File: src/rtl/jtcontra_rom_arb_if.sv
// Bus bundle between the ROM arbiter, its four slot requesters and the SDRAM read port.
interface jtcontra_rom_arb_if;
  logic        downloading;
  logic [3:0]  slot_cs;
  logic [71:0] slot_addr;
  logic [3:0]  slot_ok;
  logic [63:0] slot_dout;
  logic        sdram_req;
  logic [21:0] sdram_addr;
  logic        sdram_ack;
  logic        data_rdy;
  logic [31:0] data_read;
  logic        refresh_en;

  // Arbiter side
  modport slave (
    input  downloading, slot_cs, slot_addr, sdram_ack, data_rdy, data_read,
    output slot_ok, slot_dout, sdram_req, sdram_addr, refresh_en
  );

  // Requester / controller side
  modport master (
    output downloading, slot_cs, slot_addr, sdram_ack, data_rdy, data_read,
    input  slot_ok, slot_dout, sdram_req, sdram_addr, refresh_en
  );
endinterface

File: src/rtl/jtcontra_rom_arb.sv
// Four-slot SDRAM read arbiter; each slot caches one 32-bit line, misses served
// round-robin with a single outstanding SDRAM transaction.
module jtcontra_rom_arb #(
  parameter logic [21:0] OFFSET0 = 22'h0,
  parameter logic [21:0] OFFSET1 = 22'h0,
  parameter logic [21:0] OFFSET2 = 22'h0,
  parameter logic [21:0] OFFSET3 = 22'h0
) (
  input logic               clk,
  input logic               rst_n,
  jtcontra_rom_arb_if.slave bus
);

  localparam logic [3:0][21:0] Offsets = {OFFSET3, OFFSET2, OFFSET1, OFFSET0};

  typedef enum logic [1:0] {StIdle, StReq, StWait} state_e;

  state_e            state_q, state_d;
  logic [3:0]        valid_q, valid_d;
  logic [3:0][16:0]  tag_q;
  logic [3:0][31:0]  line_q;
  logic [16:0]       tag_pend_q, tag_pend_d;
  logic [1:0]        gnt_q, gnt_d;
  logic [1:0]        last_q, last_d;
  logic              req_q, req_d;
  logic [21:0]       sdram_addr_q, sdram_addr_d;
  logic [3:0]        slot_ok_q;
  logic [3:0][15:0]  slot_dout_q;

  logic [3:0][17:0]  addr_w;
  logic [3:0]        hit, miss;
  logic [1:0]        win, cand;
  logic              found;
  logic              fill;

  assign addr_w = bus.slot_addr;

  // Per-slot hit/miss against the cached tag
  always_comb begin
    hit  = '0;
    miss = '0;
    for (int n = 0; n < 4; n++) begin
      hit[n]  = valid_q[n] && (tag_q[n] == addr_w[n][17:1]);
      miss[n] = bus.slot_cs[n] & ~hit[n] & ~bus.downloading;
    end
  end

  // Round-robin pick: first miss after the last granted slot
  always_comb begin
    win   = '0;
    cand  = '0;
    found = 1'b0;
    for (int i = 1; i <= 4; i++) begin
      cand = last_q + 2'(i);
      if (!found && miss[cand]) begin
        win   = cand;
        found = 1'b1;
      end
    end
  end

  // Transaction FSM next state
  always_comb begin
    state_d      = state_q;
    req_d        = req_q;
    sdram_addr_d = sdram_addr_q;
    gnt_d        = gnt_q;
    tag_pend_d   = tag_pend_q;
    last_d       = last_q;
    fill         = 1'b0;
    unique case (state_q)
      StIdle: begin
        if (found) begin
          gnt_d        = win;
          tag_pend_d   = addr_w[win][17:1];
          sdram_addr_d = Offsets[win] + {4'd0, addr_w[win][17:1], 1'b0};
          last_d       = win;
          req_d        = 1'b1;
          state_d      = StReq;
        end
      end
      StReq: begin
        if (bus.sdram_ack) begin
          req_d   = 1'b0;
          state_d = StWait;
        end
      end
      StWait: begin
        if (bus.data_rdy) begin
          fill    = 1'b1;
          state_d = StIdle;
        end
      end
      default: state_d = StIdle;
    endcase
  end

  // Valid bits: cleared throughout a download, so a fill landing then is dropped
  always_comb begin
    valid_d = valid_q;
    if (fill) valid_d[gnt_q] = 1'b1;
    if (bus.downloading) valid_d = '0;
  end

  // FSM, request and cache state registers
  always_ff @(posedge clk or negedge rst_n) begin
    if (!rst_n) begin
      state_q      <= StIdle;
      req_q        <= 1'b0;
      sdram_addr_q <= '0;
      gnt_q        <= '0;
      tag_pend_q   <= '0;
      last_q       <= 2'd3;
      valid_q      <= '0;
      tag_q        <= '0;
      line_q       <= '0;
    end else begin
      state_q      <= state_d;
      req_q        <= req_d;
      sdram_addr_q <= sdram_addr_d;
      gnt_q        <= gnt_d;
      tag_pend_q   <= tag_pend_d;
      last_q       <= last_d;
      valid_q      <= valid_d;
      if (fill) begin
        line_q[gnt_q] <= bus.data_read;
        tag_q[gnt_q]  <= tag_pend_q;
      end
    end
  end

  // Registered per-slot data and ok flags
  always_ff @(posedge clk or negedge rst_n) begin
    if (!rst_n) begin
      slot_ok_q   <= '0;
      slot_dout_q <= '0;
    end else begin
      slot_ok_q <= bus.slot_cs & hit & {4{~bus.downloading}};
      for (int n = 0; n < 4; n++) begin
        slot_dout_q[n] <= addr_w[n][0] ? line_q[n][31:16] : line_q[n][15:0];
      end
    end
  end

  assign bus.slot_ok    = slot_ok_q;
  assign bus.slot_dout  = slot_dout_q;
  assign bus.sdram_req  = req_q;
  assign bus.sdram_addr = sdram_addr_q;
  assign bus.refresh_en = (state_q == StIdle) && (miss == 4'd0);

endmodule
File: src/flat_wrapper.sv
// flat-port wrapper written by rule: the top's interface ports become plain ports
module jtcontra_rom_arb_flat 
#(
  parameter logic [21:0] OFFSET0 = 22'h0,
  parameter logic [21:0] OFFSET1 = 22'h0,
  parameter logic [21:0] OFFSET2 = 22'h0,
  parameter logic [21:0] OFFSET3 = 22'h0
)
  (clk, rst_n, bus_downloading, bus_slot_cs, bus_slot_addr, bus_sdram_ack, bus_data_rdy, bus_data_read, bus_slot_ok, bus_slot_dout, bus_sdram_req, bus_sdram_addr, bus_refresh_en);
  jtcontra_rom_arb_if bus_i ();
  input logic clk;
  input logic rst_n;
  input wire logic [$bits(bus_i.downloading)-1:0] bus_downloading;
  input wire logic [$bits(bus_i.slot_cs)-1:0] bus_slot_cs;
  input wire logic [$bits(bus_i.slot_addr)-1:0] bus_slot_addr;
  input wire logic [$bits(bus_i.sdram_ack)-1:0] bus_sdram_ack;
  input wire logic [$bits(bus_i.data_rdy)-1:0] bus_data_rdy;
  input wire logic [$bits(bus_i.data_read)-1:0] bus_data_read;
  output wire logic [$bits(bus_i.slot_ok)-1:0] bus_slot_ok;
  output wire logic [$bits(bus_i.slot_dout)-1:0] bus_slot_dout;
  output wire logic [$bits(bus_i.sdram_req)-1:0] bus_sdram_req;
  output wire logic [$bits(bus_i.sdram_addr)-1:0] bus_sdram_addr;
  output wire logic [$bits(bus_i.refresh_en)-1:0] bus_refresh_en;
  assign bus_i.downloading = bus_downloading;
  assign bus_i.slot_cs = bus_slot_cs;
  assign bus_i.slot_addr = bus_slot_addr;
  assign bus_i.sdram_ack = bus_sdram_ack;
  assign bus_i.data_rdy = bus_data_rdy;
  assign bus_i.data_read = bus_data_read;
  assign bus_slot_ok = bus_i.slot_ok;
  assign bus_slot_dout = bus_i.slot_dout;
  assign bus_sdram_req = bus_i.sdram_req;
  assign bus_sdram_addr = bus_i.sdram_addr;
  assign bus_refresh_en = bus_i.refresh_en;
  jtcontra_rom_arb #(.OFFSET0(OFFSET0), .OFFSET1(OFFSET1), .OFFSET2(OFFSET2), .OFFSET3(OFFSET3)) u_core (.clk(clk), .rst_n(rst_n), .bus(bus_i));
endmodule
File: config.mk
export PLATFORM = sky130hd
export DESIGN_NAME = jtcontra_rom_arb_flat
export DESIGN_NICKNAME = d
export VERILOG_FILES = /design/src/rtl/jtcontra_rom_arb_if.sv /design/src/rtl/jtcontra_rom_arb.sv /design/src/flat_wrapper.sv
export SDC_FILE = /design/constraint.sdc
export NUM_CORES = 1
export LEC_CHECK = 0
export ABC_AREA = 1
export ABC_CLOCK_PERIOD_IN_PS = 6000
export BUFFER_PORTS_ARGS = -buffer_cell sky130_fd_sc_hd__buf_2
export CAP_MARGIN = 20
export CORE_UTILIZATION = 30
export CTS_BUF_LIST = sky130_fd_sc_hd__clkbuf_4 sky130_fd_sc_hd__clkbuf_8
export DETAILED_ROUTE_END_ITERATION = 8
export GPL_TIMING_DRIVEN = 0
export PLACE_DENSITY = 0.6
export SLEW_MARGIN = 5
export SYNTH_ARGS = -nofsm -noshare
export SYNTH_HDL_FRONTEND = slang
export SYNTH_SLANG_ARGS = --single-unit
File: constraint.sdc
create_clock -name clk -period 6 [get_ports clk]
set_clock_uncertainty 0.2 [all_clocks]
set_input_delay 1.8 -clock clk [delete_from_list [all_inputs] [get_ports clk]]
set_output_delay 1.8 -clock clk [all_outputs]
set_load 0.02 [all_outputs]
After elaboration in Yosys (flattened, before gate mapping)
Index checks and enable logic that the tools add are counted.

storage, ports and cells
  register bits = 314
  input port bits = 113
  output and inout port bits = 92
  word-level logic and storage cells = 118

cells by class
  add/sub/neg operators = 4
  $lt $le $gt $ge = 7
  equality and inequality tests = 9
  mux-type cells = 43
  bitwise logic cells = 16
  reductions and logical operators = 19

operators with widths
  cell                                                                  count
  128-bit bitwise mux                                                   1
  68-bit bitwise mux                                                    1
  17-bit == test                                                        4
  32-bit demux with 2-bit select                                        1
  16-bit two-way mux                                                    4
  22-bit binary-select mux with 2-bit select                            1
  18-bit binary-select mux with 2-bit select                            1
  17-bit demux with 2-bit select                                        1
  32-bit two-way mux                                                    1
  22-bit by 18-bit adder with 22-bit output                             1
  22-bit two-way mux                                                    1
  2-bit by 3-bit < comparator with 1-bit output, second input constant  6
  18-bit two-way mux                                                    1
  17-bit two-way mux                                                    1
  2-bit two-way mux                                                     7
  1-bit two-way mux                                                     13
  1-bit logical AND                                                     9
  1-bit AND                                                             8
  4-bit AND                                                             2
  1-bit binary-select mux with 2-bit select                             4
  4-bit two-way mux                                                     2
  2-bit one-hot mux with 3 select lines                                 1
  3-bit AND reduction                                                   2
  1-bit inverter                                                        5
  15 further kinds                                                      20

Depth between registers and ports, before layout
Gate-level depths: netlist (run 1).

  depth in word-level cells = 20
  depth in mapped cells = 21
  mapped depth without buffers = 20

Least setup slack after synthesis (run 1)
OpenSTA, ideal clock, no wires.

  kind = input to output
  start = input bus_slot_addr[63]
  end = output bus_refresh_en
  data arrival time = 3400 ps
  data required time = 4000 ps
  path slack = 600 ps
  cell stages on the path = 12
  buffers on the path = 2
  cells stage by stage = inv_1 nand2_1 nand2_1 nor2_1 nand2_1 nor2_1 nand3_2 nand2_1 nand4_1 clkbuf_1 buf_2 nor3_1

on the way
  longest elaborated chain between the ends = 7

RTL lines
  item                    line                     RTL
  start: declaration      flat_wrapper.sv:15       input wire logic [$bits(bus_i.slot_addr)-1:0] bus_slot_addr;
  17-bit == test          jtcontra_rom_arb.sv:43   hit[n] = valid_q[n] && (tag_q[n] == addr_w[n][17:1]);
  1-bit logical AND       jtcontra_rom_arb.sv:43
  1-bit inverter          jtcontra_rom_arb.sv:44   miss[n] = bus.slot_cs[n] & ~hit[n] & ~bus.downloading;
  1-bit AND (2 in a row)  jtcontra_rom_arb.sv:44
  4-bit logical NOT       jtcontra_rom_arb.sv:149  assign bus.refresh_en = (state_q == StIdle) && (miss == 4'd0);
  1-bit logical AND       jtcontra_rom_arb.sv:149
  end: declaration        flat_wrapper.sv:23       output wire logic [$bits(bus_i.refresh_en)-1:0] bus_refresh_en;

No other way between the ends.

Worst setup path in the final report (run 1)
  start = input bus_slot_addr[16]
  end = output bus_refresh_en

The elaborated chain is that of the path after synthesis.

==> results.toml, run 1 <==
[pwr]
power_frac_clock_pct = 23.1
power_density_nw_per_um2 = 515
p_int_w = 0.00485
p_leak_nw = 8.08
switching_share_pct = 40.1
switchingPower_w = 0.00325
power_w = 0.00810
seqPwrFrac_pct = 42.3
comb_power_share_pct = 34.6
peakVddDrop_mv = 0.211

[logic_synthesis]
synth_top_area_share_pct = 56.3
synthTopCellsByArea = "dfrtp_1 (56%), nand2_1 (15%), o21ai_0 (8.6%)"
synth_most_common_cell = "nand2_1"
syn_inst = 1563
synth_top_area_cell = "dfrtp_1"
synthDistinctLibCells = 34
yosys-top-cells-count = "nand2_1 (499), dfrtp_1 (290), o21ai_0 (221), inv_1 (206), nor2_1 (71)"
synth_edf_count = 0
synth-seq-cells = 292
seq_area_frac_synth_pct = 56.7
synth_ff_type = "dfrtp_1"
ys_async_sr_fraction_pct = 100
yosysWarnings = 0
syn_area_sq_um = 12900
syn_area_per_cell_sq_um = 8.25

[clock_network]
cts_buffers = 46
clk_transition_reported_paths_ps = 60
clk_path_buf_depth = 3
h-tree-depth = 2
clk_latency_ps = 610
cts_hold_buf = 0
cts_tree = "yes"
cts_sinks = 292
clockRootBuffer = "clkbuf_8"

[sta]
fin_crit_sh_pct = 95.7
rsz0062_at_grt = "false"
slew_viol_final = 0
holdWs_ps = 276
hold_viol_final = 0
relSlewSlack_pct = 39.8
tightestPinTransition_ps = 898
fmax_mhz = 174
period_needed_ps = 5740
setup_viol = 0
fin_ws_ps = 258

[drt]
antenna_left = 0
drc = 0
routedWlPerCell_microns = 18.0
detail_route.iter0.violations = 897
vias_per_cell = 4.73
vias = 11300
wl_microns = 43000
dr.pass1.iters = 6

[critical_path]
critPathKind = "primary input to output port"
start_kind = "primary input"
worstPathMaxFanout = 10
r2r_start = "u_core.state_q[0]"
startpoint = "bus_slot_addr[16]"
end_kind = "output port"
worst_ep_arrival_time_ps = 3740
critPathRequiredTime_ps = 4000

[placement]
pre_cts_ws_ps = -13.9
dp.cells = 2308
numPortBuffers = 199
post-dp-hpwl_microns = 33400
gp_congestion = 0.908

[grt]
grt_pass1_wl_microns = 65400
grt_max_degree = 94
grt_pass1_vias = 11200
grt.total_usage_pct = 19.7
antenna_found_initial = 5
grt-ovfl-total = 0

[floorplan]
io-pin-count = 205
die_x_microns = 209
fp-row-count = 75
initial_core_util_pct = 30.6
core_area_sq_um = 42100
die_area_sq_um = 43800
die_h_microns = 209

[run_status]
outcome = "complete, no violations"

[flow_run]
cap_violations = 0

[layout]
final_util_pct = 37.3
syn2layout_area_growth_pct = 21.8
fin_cells = 2390
final_nets = 1931
post_route_cells_drive_above_1_share_pct = 19.0

[worst_hold_path]
hold_start = "u_core.line_q[94]"
hold_path.class = "flop to flop"
## layer usage
layer	GRT usage [%]	wire length, microns	vias up
met5	0	48	-
met4	7.56	1510	8
met3	3.70	2630	93
met2	31.4	19600	358
met1	26.4	19200	5453
li1	-	-	5388
## cells by family after synthesis
family | Yosys count | share of synthesized area, %
simple gates | 684 | 22.3
buf+inv | 294 | 8.96
flops | 292 | 56.7
compound gates | 279 | 11.0
xor+xnor | 7 | 0.475
mux | 6 | 0.524
other cells | 1 | 0.0291
## area by class of cell
type	instances	area (sq um)
well taps	539	674
diodes	1	2.50
repair buffers	204	1100
inverters	226	848
clock buffers	72	903
clock inverters	8	116
fillers	4324	26400
plain buffers	67	308
flip-flops and latches	292	7310
multi-input cells	981	4450
## repair_timing
item	in CTS	in global routing
resized for setup	0	4
buffers inserted	0	2
setup endpoints to repair	1	1
pin swaps	0	1
cloned	0	0
## flip-flops by register name, indices dropped and copies added, names as in the netlist
register	cells
u_core.bus.slot_ok	4
u_core.line_q	128
u_core.last_q	2
u_core.tag_q	68
u_core.bus.sdram_addr	17
u_core.gnt_q	2
u_core.state_q	2
u_core.valid_q	4
u_core.bus.slot_dout	64
u_core.bus.sdram_req	1
## worst max-delay path, cell delays in order
cell and delay [ps]:
buf_2 130, inv_2 60, nand2_1 70, nand2_1 50, nor2_1 110, nand2_1 60, nor2_1 220, nand3_2 180
nand2_1 90, nand4_1 180, clkbuf_4 250, buf_2 200, nor3_1 150, buf_2 190
## through the flow
stage	TNS, ps	cell area (sq um)
5_1_grt	0	15700
6_report	0	15700
4_1_cts	0	15700
3_3_place_gp	-724140	14600
2_1_floorplan	0	12900
3_5_place_dp	-13.9	14700
## layout by cell type, fill, tap and decap left out, types with 8 or more instances in the layout
cell and instances:
dfrtp_1 290, inv_1 206, nand3_2 10, inv_2 19, buf_4 8, nor2_1 71, nand3_1 55, buf_2 204
clkbuf_1 50, clkbuf_4 15, nand2_1 499, o21ai_0 221, o21ai_1 26, clkbuf_8 58, a21oi_1 25, nand4_1 27
## power by group through the flow
stage          sequential (W)  clock (W)  combinational [W]
4_1_cts               0.00341    0.00191            0.00280
2_1_floorplan         0.00351          0            0.00163
3_5_place_dp          0.00344          0            0.00279
6_report              0.00343    0.00187            0.00280
3_3_place_gp          0.00343          0            0.00271
5_1_grt               0.00351    0.00200            0.00316
## worst paths after layout
| path | end | slack [ps] | cells after the start |
|---|---|---|---|
| max | bus_refresh_en | 260 | 14 |
| min | u_core.bus.slot_dout[46] | 280 | 2 |
| max reg2reg | u_core.tag_q[52] | 3150 | 6 |
| min reg2reg | u_core.bus.slot_dout[46] | 280 | 2 |
| max in group asynchronous | u_core.last_q[1] | 3420 | 3 |
| min in group asynchronous | u_core.bus.slot_dout[51] | 940 | 1 |
Power figures use the tool's default switching activity.
==> run 2: changes to the inputs <==
--- a/config.mk
+++ b/config.mk
@@ -5,7 +5,6 @@
 export SDC_FILE = /design/constraint.sdc
 export NUM_CORES = 1
 export LEC_CHECK = 0
-export ABC_AREA = 1
 export ABC_CLOCK_PERIOD_IN_PS = 6000
 export BUFFER_PORTS_ARGS = -buffer_cell sky130_fd_sc_hd__buf_2
 export CAP_MARGIN = 20
==> run 2 against run 1 <==
The run now ends with design-rule violations left. Non-clock buffer count decreased by 27. Clock-buffer cell count increased by 9. Via count is 30% lower. Utilization rose by 0.19 points. Synthesized cell count shrank 46%. Clock power grew 4%. Design area is 2.6% lower. Register-to-register slack lost 700 ps. Sequential power fell by 3%. Die area shrank 3.7%. Largest power group unchanged. Global-route usage fell by 2.8 points.
==> results.toml, run 2 <==
[logic_synthesis]
synth_compound_area_share_pct = 5.98
synthTopCellsByArea = "dfrtp_1 (58%), mux2_2 (24%), xnor2_1 (3.4%)"
synth_ff_type = "dfrtp_1"
synth_top_area_share_pct = 58.5
synthDistinctLibCells = 49
synth_edf_count = 0
syn_area_per_cell_sq_um = 14.7
yosys-top-cells-count = "dfrtp_1 (290), mux2_2 (260), xnor2_1 (48), nor2_1 (33)"
ys_async_sr_fraction_pct = 100
synth_most_common_cell = "dfrtp_1"
syn_inst = 846
synth_fa_ha_area_share_pct = 0
syn_area_sq_um = 12400
synth_top_family_by_area = "multiplexers"
yosysWarnings = 0
synthMuxAreaShare_pct = 25.0
synth-seq-cells = 292
synth_xor_area_share_pct = 4.80
seq_area_frac_synth_pct = 58.9
synth_top_area_cell = "dfrtp_1"
synthSimpleGateAreaFrac_pct = 3.40

[floorplan]
die_x_microns = 205
initial_core_util_pct = 30.4
core_area_sq_um = 40800
fp-row-count = 74
die_area_sq_um = 42200
die_h_microns = 205
io-pin-count = 205

[drt]
vias = 7866
dr_wl_met2_microns = 16300
wl_microns = 34900
drc = 2
routedWlPerCell_microns = 20.8
dr.pass1.iters = 6
antenna_left = 0
m1WireLength_microns = 15100
wl_met3_microns = 2670
detail_route.iter0.violations = 450
vias_per_cell = 4.70
highest_layer = "met5"

[sta]
fin_crit_sh_pct = 98.1
slew_viol_final = 0
fmax_mhz = 170
setup_tns_ps = 0
period_needed_ps = 5890
rsz0062_at_grt = "false"
tightestPinTransition_ps = 986
relSlewSlack_pct = 34.2
hold_viol_final = 0
setup_viol = 0

[pwr]
power_density_nw_per_um2 = 499
switchingPower_w = 0.00257
p_leak_nw = 7.12
comb_power_share_pct = 31.1
p_int_w = 0.00507
peakVddDrop_mv = 0.238
power_w = 0.00763
power_frac_clock_pct = 25.4
switching_share_pct = 33.7
seqPwrFrac_pct = 43.5

[critical_path]
start_kind = "primary input"
end_kind = "output port"
critPathRequiredTime_ps = 4000
worst_ep_arrival_time_ps = 3890
path_cells = "buf_2 -> xnor2_1 -> nand4_1 -> nor3_4 -> a41o_1 -> and2_1 -> nand3_2 -> nor2_2 -> buf_2"
slowest_delay_ps = 350
cp_num_buf_inv = 2
worstPathMaxFanout = 4
cp_common_cell = "buf_2"
cp_top_family = "simple AND/OR/NAND/NOR gates"
critPathKind = "primary input to output port"
cp_slowest_cell = "nor3_4"

[placement]
gp_congestion = 0.876
numPortBuffers = 194
post_dp_cell_area_sq_um = 14100
post-dp-hpwl_microns = 24800

[run_status]
violations = "design-rule violations"
outcome = "finished with violations"

[layout]
final_cell_mix = "dfrtp_1 (290), mux2_2 (260), buf_2 (194), clkbuf_8 (65), xnor2_1 (45)"
n_fill_cell = 3942
final_nets = 1214
finalInstanceArea_sq_um = 15300
post_route_cells_drive_above_1_share_pct = 51.5
syn2layout_area_growth_pct = 23.3
regMostFlops = "u_core.line_q"
final_common_cell = "dfrtp_1"
largest_reg_flops = 128

[grt]
grt-ovfl-total = 0
grt_pass1_vias = 8242
grt_max_degree = 116
antenna_found_initial = 3
grt_pass1_wl_microns = 51800
grt.total_usage_pct = 16.8

[clock_network]
clk_transition_reported_paths_ps = 60
clockRootBuffer = "clkbuf_8"
clk_path_buf_depth = 3
clk_latency_ps = 620
h-tree-depth = 2
cts_setup_buffers = 0
cts_tree = "yes"
cts_buffers = 52
cts_sinks = 292

[worst_hold_path]
hold_path.class = "flop to flop"

[flow_run]
cap_violations = 0
## run 2: cells by family after synthesis
kind of cell / Yosys count
compound gates: 76
xor+xnor: 68
buf+inv: 52
flops: 292
mux: 277
other cells: 1
simple gates: 80
## run 2: per-layer routing
layer	up-vias	track usage [%]
li1	3585	-
met1	3952	21.4
met2	265	27.3
met3	60	4.91
met4	4	5.69
met5	-	0
## run 2: power by group through the flow
stage / registers (W) / clock network, W / logic, W
3_3_place_gp: 0.00332 / 0 / 0.00235
2_1_floorplan: 0.00353 / 0 / 0.00134
4_1_cts: 0.00333 / 0.00201 / 0.00242
5_1_grt: 0.00344 / 0.00209 / 0.00257
3_5_place_dp: 0.00335 / 0 / 0.00239
6_report: 0.00332 / 0.00194 / 0.00237
## run 2: final cells by class
class / instances / area [sq um] / share of cell area, %
antenna: 1 / 2.50 / 0.0163
buffer: 47 / 224 / 1.46
clock buffer: 81 / 1010 / 6.63
clock inverter: 13 / 83.8 / 0.548
inverter: 5 / 18.8 / 0.123
multi-input combinational: 506 / 4940 / 32.3
sequential: 292 / 7310 / 47.8
tap: 532 / 666 / 4.35
timing repair buffer: 197 / 1040 / 6.82
## run 2: path summary, 6_finish.rpt
| path | endpoint | slack, ps | cells past startpoint | startpoint |
|---|---|---|---|---|
| worst max-delay path | bus_refresh_en | 110 | 9 | bus_slot_addr[40] |
| worst min-delay path | u_core.bus.slot_dout[58] | 300 | 1 | u_core.line_q[122] |
| worst max register to register | u_core.bus.sdram_addr[9] | 2450 | 9 | u_core.tag_q[67] |
| worst min register to register | u_core.bus.slot_dout[58] | 300 | 1 | u_core.line_q[122] |
| max in group asynchronous | u_core.bus.slot_dout[36] | 3700 | 2 | rst_n |
| min in group asynchronous | u_core.tag_q[56] | 940 | 1 | rst_n |
## run 2: repair_timing
action | 4_1_cts | 5_1_grt
endpoints found under the setup margin | 1 | 1
endpoints found under the hold margin | 0 | 0
resized for setup | 8 | 2
cloned | 0 | 0
hold buffers | 0 | 0
pin swaps | 2 | 2
## run 2: stage by stage
stage               setup WS [ps]  hold slack [ps]  utilization [%]  instances
global route                 25.2              314             37.5       1673
detailed placement           -402              287             34.6       1579
CTS                          1.27              301             37.5       1673
floorplan                     441              255                -        850
global placement            -2630              282             34.4       1576
finish                        112              299             37.5       1674
